File: src/rtl/fnd_sched_pkg.sv
// Shared types and constants for the FND display scheduler.
// The state enum and display-mode / message codes are used by fnd_display_scheduler.
package fnd_sched_pkg;

    localparam int DATA_W = 14;

    typedef enum logic [1:0] {
        SHOW_BAL  = 2'd0,
        SHOW_BREW = 2'd1,
        SHOW_RET  = 2'd2,
        SHOW_ERR  = 2'd3
    } sched_state_e;

    localparam logic [1:0] DISP_MODE_NUM  = 2'b00;
    localparam logic [1:0] DISP_MODE_ANIM = 2'b01;
    localparam logic [1:0] DISP_MODE_MSG  = 2'b10;

    localparam logic [1:0] MSG_RET = 2'b00;
    localparam logic [1:0] MSG_ERR = 2'b01;

endpackage

File: src/rtl/ms_hold_timer.sv
// Millisecond hold timer: loadable down-counter that decrements only on tick
// and never wraps below zero. expire flags the tick on which the count runs out,
// so the owner can leave its state on that same cycle. A load in the same cycle
// as a tick wins and suppresses both the decrement and expire.
module ms_hold_timer #(
    parameter int WIDTH = 3
) (
    input  logic             clk,
    input  logic             reset,
    input  logic             tick,
    input  logic             load,
    input  logic [WIDTH-1:0] load_val,
    output logic             expire
);

    logic [WIDTH-1:0] count_q;
    logic [WIDTH-1:0] count_d;

    // Next count: reload has priority, otherwise tick-gated decrement held at zero.
    always_comb begin
        count_d = count_q;
        if (load) begin
            count_d = load_val;
        end else if (tick && (count_q != '0)) begin
            count_d = count_q - WIDTH'(1);
        end
    end

    // Count register with synchronous active-low reset.
    always_ff @(posedge clk) begin
        if (!reset) begin
            count_q <= '0;
        end else begin
            count_q <= count_d;
        end
    end

    assign expire = tick && !load && (count_q <= WIDTH'(1));

endmodule

File: src/rtl/fnd_display_scheduler.sv
// FND display scheduler: arbitrates the single 4-digit display between the
// coin balance, brew animation, coin-return overlay and error overlay.
// Overlays hold for HOLD_MS ticks of the 1 kHz tick.
// Optional feature: define FND_SCHED_BLINK_EN to blink the display during the
// error overlay with a BLINK_MS-tick half period; otherwise disp_blank is 0.
//
//  state     | meaning
//  ----------+-----------------------------------------------
//  SHOW_BAL  | live coin balance, NUM mode
//  SHOW_BREW | brew animation, balance on data, ANIM mode
//  SHOW_RET  | returned amount overlay, NUM mode, busy
//  SHOW_ERR  | "Err" message overlay, MSG mode, busy
module fnd_display_scheduler
    import fnd_sched_pkg::*;
#(
    parameter int HOLD_MS  = 2000,
    parameter int BLINK_MS = 250
) (
    input  logic              clk,
    input  logic              reset,
    input  logic              tick,
    input  logic [DATA_W-1:0] coin_val,
    input  logic              brew_active,
    input  logic              ret_pulse,
    input  logic [DATA_W-1:0] ret_amt,
    input  logic              err_pulse,
    output logic [DATA_W-1:0] disp_data,
    output logic [1:0]        disp_mode,
    output logic [1:0]        msg_code,
    output logic              disp_blank,
    output logic              busy
);

    localparam int HOLD_W = $clog2(HOLD_MS + 1);
    localparam logic [HOLD_W-1:0] HOLD_LOAD = HOLD_W'(HOLD_MS);

    if ((HOLD_MS < 1) || (HOLD_MS > 65535)) begin : g_bad_hold
        $error("fnd_display_scheduler: HOLD_MS must be in 1..65535");
    end
    if (BLINK_MS < 1) begin : g_bad_blink
        $error("fnd_display_scheduler: BLINK_MS must be at least 1");
    end

    sched_state_e      state_q, state_d;
    logic [DATA_W-1:0] ret_amt_q, ret_amt_d;
    logic              load_hold;
    logic              hold_expire;

    logic [DATA_W-1:0] disp_data_q, disp_data_d;
    logic [1:0]        disp_mode_q, disp_mode_d;
    logic [1:0]        msg_code_q, msg_code_d;
    logic              disp_blank_q, disp_blank_d;
    logic              busy_q, busy_d;

    ms_hold_timer #(.WIDTH(HOLD_W)) u_hold_timer (
        .clk      (clk),
        .reset    (reset),
        .tick     (tick),
        .load     (load_hold),
        .load_val (HOLD_LOAD),
        .expire   (hold_expire)
    );

    // State and latched return amount; reset drops any overlay at once.
    always_ff @(posedge clk) begin
        if (!reset) begin
            state_q   <= SHOW_BAL;
            ret_amt_q <= '0;
        end else begin
            state_q   <= state_d;
            ret_amt_q <= ret_amt_d;
        end
    end

    // Next state: error beats return beats brew; background views re-evaluated at overlay exit.
    always_comb begin
        state_d   = state_q;
        ret_amt_d = ret_amt_q;
        load_hold = 1'b0;
        if (err_pulse) begin
            state_d   = SHOW_ERR;
            load_hold = 1'b1;
        end else if (ret_pulse && (state_q != SHOW_ERR)) begin
            state_d   = SHOW_RET;
            ret_amt_d = ret_amt;
            load_hold = 1'b1;
        end else begin
            unique case (state_q)
                SHOW_BAL:  if (brew_active)  state_d = SHOW_BREW;
                SHOW_BREW: if (!brew_active) state_d = SHOW_BAL;
                SHOW_RET,
                SHOW_ERR:  if (hold_expire)  state_d = brew_active ? SHOW_BREW : SHOW_BAL;
                default:   state_d = SHOW_BAL;
            endcase
        end
    end

`ifdef FND_SCHED_BLINK_EN
    localparam int BLINK_W = $clog2(BLINK_MS + 1);
    localparam logic [BLINK_W-1:0] BLINK_LOAD = BLINK_W'(BLINK_MS);

    logic blink_q, blink_d;
    logic blink_load;
    logic blink_expire;

    ms_hold_timer #(.WIDTH(BLINK_W)) u_blink_timer (
        .clk      (clk),
        .reset    (reset),
        .tick     (tick),
        .load     (blink_load),
        .load_val (BLINK_LOAD),
        .expire   (blink_expire)
    );

    // Blink phase: restarts dark-off on every error pulse, toggles each half period, cleared outside SHOW_ERR.
    always_comb begin
        blink_load = 1'b0;
        blink_d    = blink_q;
        if (err_pulse) begin
            blink_load = 1'b1;
            blink_d    = 1'b0;
        end else if (state_q == SHOW_ERR) begin
            if (blink_expire) begin
                blink_load = 1'b1;
                blink_d    = ~blink_q;
            end
        end else begin
            blink_d = 1'b0;
        end
    end

    // Blink phase register.
    always_ff @(posedge clk) begin
        if (!reset) begin
            blink_q <= 1'b0;
        end else begin
            blink_q <= blink_d;
        end
    end
`endif

    // Output decode from the current state; registered below for a clean 1-cycle latency.
    always_comb begin
        disp_data_d  = coin_val;
        disp_mode_d  = DISP_MODE_NUM;
        msg_code_d   = MSG_RET;
        disp_blank_d = 1'b0;
        busy_d       = 1'b0;
        unique case (state_q)
            SHOW_BAL: begin
                disp_data_d = coin_val;
                disp_mode_d = DISP_MODE_NUM;
            end
            SHOW_BREW: begin
                disp_data_d = coin_val;
                disp_mode_d = DISP_MODE_ANIM;
            end
            SHOW_RET: begin
                disp_data_d = ret_amt_q;
                disp_mode_d = DISP_MODE_NUM;
                busy_d      = 1'b1;
            end
            SHOW_ERR: begin
                disp_data_d = '0;
                disp_mode_d = DISP_MODE_MSG;
                msg_code_d  = MSG_ERR;
                busy_d      = 1'b1;
`ifdef FND_SCHED_BLINK_EN
                disp_blank_d = blink_q;
`endif
            end
            default: begin
                disp_data_d = coin_val;
            end
        endcase
    end

    // Output registers.
    always_ff @(posedge clk) begin
        if (!reset) begin
            disp_data_q  <= '0;
            disp_mode_q  <= DISP_MODE_NUM;
            msg_code_q   <= MSG_RET;
            disp_blank_q <= 1'b0;
            busy_q       <= 1'b0;
        end else begin
            disp_data_q  <= disp_data_d;
            disp_mode_q  <= disp_mode_d;
            msg_code_q   <= msg_code_d;
            disp_blank_q <= disp_blank_d;
            busy_q       <= busy_d;
        end
    end

    assign disp_data  = disp_data_q;
    assign disp_mode  = disp_mode_q;
    assign msg_code   = msg_code_q;
    assign disp_blank = disp_blank_q;
    assign busy       = busy_q;

endmodule

File: config.mk
export PLATFORM = sky130hd
export DESIGN_NAME = fnd_display_scheduler
export DESIGN_NICKNAME = d
export VERILOG_FILES = /design/src/rtl/fnd_sched_pkg.sv /design/src/rtl/ms_hold_timer.sv /design/src/rtl/fnd_display_scheduler.sv
export SDC_FILE = /design/constraint.sdc
export NUM_CORES = 1
export LEC_CHECK = 0
export ABC_AREA = 1
export CAP_MARGIN = 5
export CORE_UTILIZATION = 36
export CTS_BUF_LIST = sky130_fd_sc_hd__clkbuf_2
export CTS_CLUSTER_DIAMETER = 120
export DETAILED_ROUTE_END_ITERATION = 12
export GPL_TIMING_DRIVEN = 0
export PLACE_DENSITY = 0.67
export SKIP_LAST_GASP = 1
export SLEW_MARGIN = 20
export SYNTH_ARGS = -nofsm -noshare
export SYNTH_HDL_FRONTEND = slang
export SYNTH_SLANG_ARGS = --single-unit
File: constraint.sdc
create_clock -name clk -period 1.9 [get_ports clk]
set_input_delay 0.285 -clock clk [delete_from_list [all_inputs] [get_ports clk]]
set_output_delay 0.285 -clock clk [all_outputs]
set_load 0.02 [all_outputs]
# Word level (Yosys, flattened, before mapping)
# Index checks and enable logic that the tools add are counted.
# totals
inputBits,34
regBits,46
output_inout_bits,20
word_cells,48
# classes
addsub,1
muxes,15
bitwise_logic,2
n_lt_le_gt_ge,1
n_eq_ne,7
n_reduce_logical,14
# op_table
op,count
$pmux 14 s3,1
$mux 11,2
$pmux 2 s3,2
$le 11x1->1 const B,1
$reduce_bool 11->1,1
$sub 11x1->11 const B,1
$mux 2,5
$ne 4x4->1 const B,2
$reduce_or 2->1,4
$mux 1,5
$eq 2x2->1 const B,2
$logic_and 1x1->1,4
$ne 4x1->1 const B,1
$reduce_and 3->1,1
$eq 2x1->1 const B,1
$logic_not 2->1,1
$ne 2x2->1 const B,1
$not 1->1,2
$reduce_and 2->1,1
$reduce_bool 2->1,1
$logic_not 1->1,1

# Logic depth before layout (Yosys ltp)
# logic_depth
ltp_word,11
depth_mapped,10
mapped_depth_nobuf,10

# Hierarchy
# A second synthesis with hierarchy kept.
# hier_totals
hier_cells,300
area_unflattened_um2,2127.0
# by_module_without_submodules
module,seq_area_each_um2,instances,area_per_inst_um2,cells_each
fnd_display_scheduler,660.6,1,1335.0,164
ms_hold_timer,220.2,1,792.0,136

# Least setup slack after synthesis
# OpenSTA, ideal clock, no wires.
# synth_path
kind,reg2reg
start,register u_hold_timer.count_q[0]
end,register u_hold_timer.count_q[8]
setup_slack_ps,524
arrival_ps,1267
stages_incl_launch_ff,10
n_path_buf,0
setup_time_ps,109
path_cell_list,dfxtp_1 inv_1 ha_1 nand2_1 nor2_1 nand3_1 nand2_1 nand3_1 nand2_1 inv_1
# synth_between
elab_chain_cells,3
# synth_lines
item,line_no,rtl
from (decl),ms_hold_timer.sv:16,logic [WIDTH-1:0] count_q;
from (signal assigned),ms_hold_timer.sv:34,count_q <= count_d;
$sub 11x1->11 / $reduce_bool 11->1 (equally long branches),"ms_hold_timer.sv:25, ms_hold_timer.sv:24",
$mux 11 / $logic_and 1x1->1 (equally long branches),ms_hold_timer.sv:24,end else if (tick && (count_q != '0)) begin
$mux 11 / $reduce_bool 2->1 (equally long branches),-,
# Several ways; a longest one is shown, not always the timed one. The select of a mux whose other input is x is not followed.
# A chain may end at the register's enable or synchronous reset.

==> results summary <==
The number of antenna violations at the first check in global routing came out at 0. The minimum setup slack in the final design came out at 140 ps. 0 antenna diodes ended up in the layout. The Yosys warning count is 0. The worst setup path is captured at an output port. The final count of hold timing violations is 0. In the final routed layout, each cell accounts on average for 12.0 microns. The post-CTS setup-driven buffer insertion count is 0. The buffers plus inverters on the worst setup path is 2. The worst setup path is launched from a flop. The die outline area is 5910 sq um. Hold repair after CTS inserted 0 buffers. The iteration count of the initial detailed-routing pass is 4. The post-synthesis cell type count came out at 31.

In this run the worst path has a maximum fanout of 2. The count of state elements after synthesis is 44. The final instance area came out at 2690 sq um.

The antenna violation net count after detailed routing is 0. In this run the count of I/O pins placed on the die edge is 54. The final critical path takes up 92.6% of the cycle. The tool flagged a number of max-cap violations equal to 0.

In this run the static leakage power is 0.00118 uW. The final route contains 1,883 vias. Data on the critical path arrives at its endpoint at 1470 ps. The number of global-route vias before repair came to 1,736. The peak supply drop is 0.000408 V. In this design, the largest share of critical-path delay is due to buffers and inverters. The clock transition at the registers of the reported paths came out at 230 ps. The detailed route wirelength on metal2 is 2100 microns. For the worst setup path, the data required time is 1620 ps. The number of slew-limit violations in the final report came out at 0. Counting every instance in the synthesized netlist gives 275. The number of failing setup endpoints in the final timing report is 0. The mean cell area of the mapped netlist came out at 7.34 sq um.

The fraction of final layout cells sized beyond drive strength 1 came out at 11.6%. The delay of the slowest cell on the worst path came out at 580 ps. The post-cts sizing count is 0. The floorplan step set the die width to 76.9 microns. Once the floorplan was initialized, standard cells occupied 38.6% of the core. The clock latency on the worst-skew pair is 410 ps.

The total number of placement rows came out at 26. The uppermost signal routing layer after detailed routing is met4. The accumulated negative setup slack came out at 0 ps.

Entering global routing, the biggest net connects 15 pins. The number of DRC violations after detailed-routing iteration 0 is 128. Setup repair after global routing left no endpoint under its margin. CTS saw 44 sinks. The detailed route wirelength on metal3 is 177 microns. The routed length on met1 is 2490 microns. Yosys attributes the largest share of cell area to sky130_fd_sc_hd__dfxtp_1 44%, sky130_fd_sc_hd__nand2_1 9.7%, sky130_fd_sc_hd__nor2_1 8.7%.

The worst clock skew is 13.6 ps. The worst path needs 1760 ps of the cycle, external delays included. The area of the core is 5240 sq um. The maximum count of clock buffers along a single path is 2. The number of design rule violations left after detail routing is 0. The routability-driven placement congestion ratio is 0.808. The maximum clock rate came out at 568 MHz. The final net count came out at 371.

The placement-stage cell area is 2620 sq um. The number of clock buffers added by TritonCTS is 5. The TritonCTS clock tree is built. The sequential share of the synthesized area is 43.6%.

The startpoint-to-endpoint class of the critical path is flop to output port. The number of buffers inserted by port buffering is 51. The cell at the slowest stage of the critical path is sky130_fd_sc_hd__clkdlybuf4s50_1.

The netlist area before placement is 2020 sq um. The height of the die came out at 76.9 microns. Prior to clock tree synthesis, the placed netlist has a worst setup slack of 192 ps. The flow ran to the end, and the final reports show no timing, DRC or antenna violations.

Global routing used 18.0% of the available tracks across all layers. The largest total area in the synthesized netlist belongs to sky130_fd_sc_hd__dfxtp_1. The total wire length after detailed routing came out at 4860 microns. The share of synthesized area in the top cell type comes to 43.6%. The path type of the worst min-delay path is input pin to flop. Relative to the synthesized area, the layout overhead comes to 33.1%. Traced cell by cell, the critical path runs through buf_4 > clkdlybuf4s50_1. Cells fill 51.3% of the core in the end. The deepest level of the CTS H-tree is 2. The power per cell area is 737 nW/um^2. The number of vias per cell is 4.65. The first global-routing pass estimated 8360 microns of wire. In this run the clock root is driven by a sky130_fd_sc_hd__clkbuf_2. The post-detailed-placement half-perimeter wirelength is 3670 microns. The aggregate global routing overflow came out at 0.
-- state kept, by name (all words and copies together), names as in the netlist --
| signal | count |
|---|---|
| ret_amt_q | 14 |
| busy | 1 |
| disp_mode | 2 |
| disp_data | 14 |
| state_q | 2 |
| u_hold_timer.count_q | 11 |
-- cell usage after synthesis, drive strengths merged --
cell type	instances
inv	22
nand3	32
nor2	54
a211oi	1
buf	11
a21oi	22
nor3	1
xor2	2
conb	1
o21bai	1
dfxtp	44
ha	3
clkbuf	3
clkinv	1
nand3b	1
nor3b	1
nand2	56
nand4	2
o21ai	17
-- path summary, 6_finish.rpt --
kind / startpoint / slack, ps / end / cells past startpoint
max: disp_mode[1] / 140 / msg_code[0] / 2
min: coin_val[9] / 390 / disp_data[9] / 3
max reg2reg: u_hold_timer.count_q[0] / 240 / u_hold_timer.count_q[8] / 9
min reg2reg: state_q[1] / 480 / disp_mode[1] / 2
-- per-stage QoR --
stage / total power [uW] / hold WS (ps) / cells
after floorplan: 1300 / 420 / 276
after CTS: 1990 / 375 / 405
after detailed placement: 1470 / 474 / 397
final: 1980 / 394 / 405
after global placement: 1460 / 471 / 397
after global routing: 2100 / 356 / 405
-- power by group --
| group | internal (uW) | total [uW] | switching (uW) | leakage [uW] |
|---|---|---|---|---|
| Clock | 221 | 526 | 305 | 0.0000406 |
| Combinational | 196 | 427 | 231 | 0.000776 |
| Sequential | 987 | 1030 | 41.1 | 0.000364 |
| Total | 1400 | 1980 | 578 | 0.00118 |
-- final cells by class --
type                            instances  area [sq um]
Timing Repair Buffer                   51           510
Clock inverter                          3          42.5
Clock buffer                            5          25.0
Inverter                               23          86.3
Fill cell                             528          2550
Buffer                                 14          87.6
Multi-Input combinational cell        195           968
Sequential cell                        44           881
Tap cell                               70          87.6
-- logic make-up after synthesis --
family                   count (synthesis)  share of synthesized area, %
AO/OA/AOI/OAI                           41                          11.0
flip-flops                              44                          43.6
other                                    1                         0.186
XOR/XNOR                                 2                         0.868
AND/OR/NAND/NOR                        147                          33.8
buffers and inverters                   37                          8.61
adder cells (fa/ha/maj)                  3                          1.86
-- worst register-to-register path, cell delays in order (launching register included) --
cell and delay (ps):
sky130_fd_sc_hd__dfxtp_1 400, sky130_fd_sc_hd__inv_1 210, sky130_fd_sc_hd__ha_1 330, sky130_fd_sc_hd__nand2_1 130, sky130_fd_sc_hd__nor2_1 190, sky130_fd_sc_hd__nand3_1 110, sky130_fd_sc_hd__nand2_1 70, sky130_fd_sc_hd__nand3_1 70
sky130_fd_sc_hd__nand2_1 60, sky130_fd_sc_hd__inv_1 30
-- placed cells by master (no fill, tap or decap), types with 3 or more instances in the layout --
cell                               n
sky130_fd_sc_hd__nand2_2           3
sky130_fd_sc_hd__a21oi_1          20
sky130_fd_sc_hd__buf_4             4
sky130_fd_sc_hd__clkdlybuf4s50_1  51
sky130_fd_sc_hd__clkbuf_2          5
sky130_fd_sc_hd__clkbuf_1          3
sky130_fd_sc_hd__nand3_2           5
sky130_fd_sc_hd__nor2_1           47
sky130_fd_sc_hd__inv_1            21
sky130_fd_sc_hd__nand3_1          27
sky130_fd_sc_hd__ha_1              3
sky130_fd_sc_hd__nor2_2            5
sky130_fd_sc_hd__buf_2             4
sky130_fd_sc_hd__nand2_1          52
sky130_fd_sc_hd__dfxtp_1          44
sky130_fd_sc_hd__o21ai_0          15
-- routing by layer --
| layer | vias to the layer above | global-route usage [%] |
|---|---|---|
| met4 | 0 | 6.54 |
| li1 | 993 | - |
| met2 | 41 | 26.3 |
| met5 | - | 0 |
| met3 | 8 | 3.81 |
| met1 | 841 | 25.7 |
(Power assumes the default switching activity.)
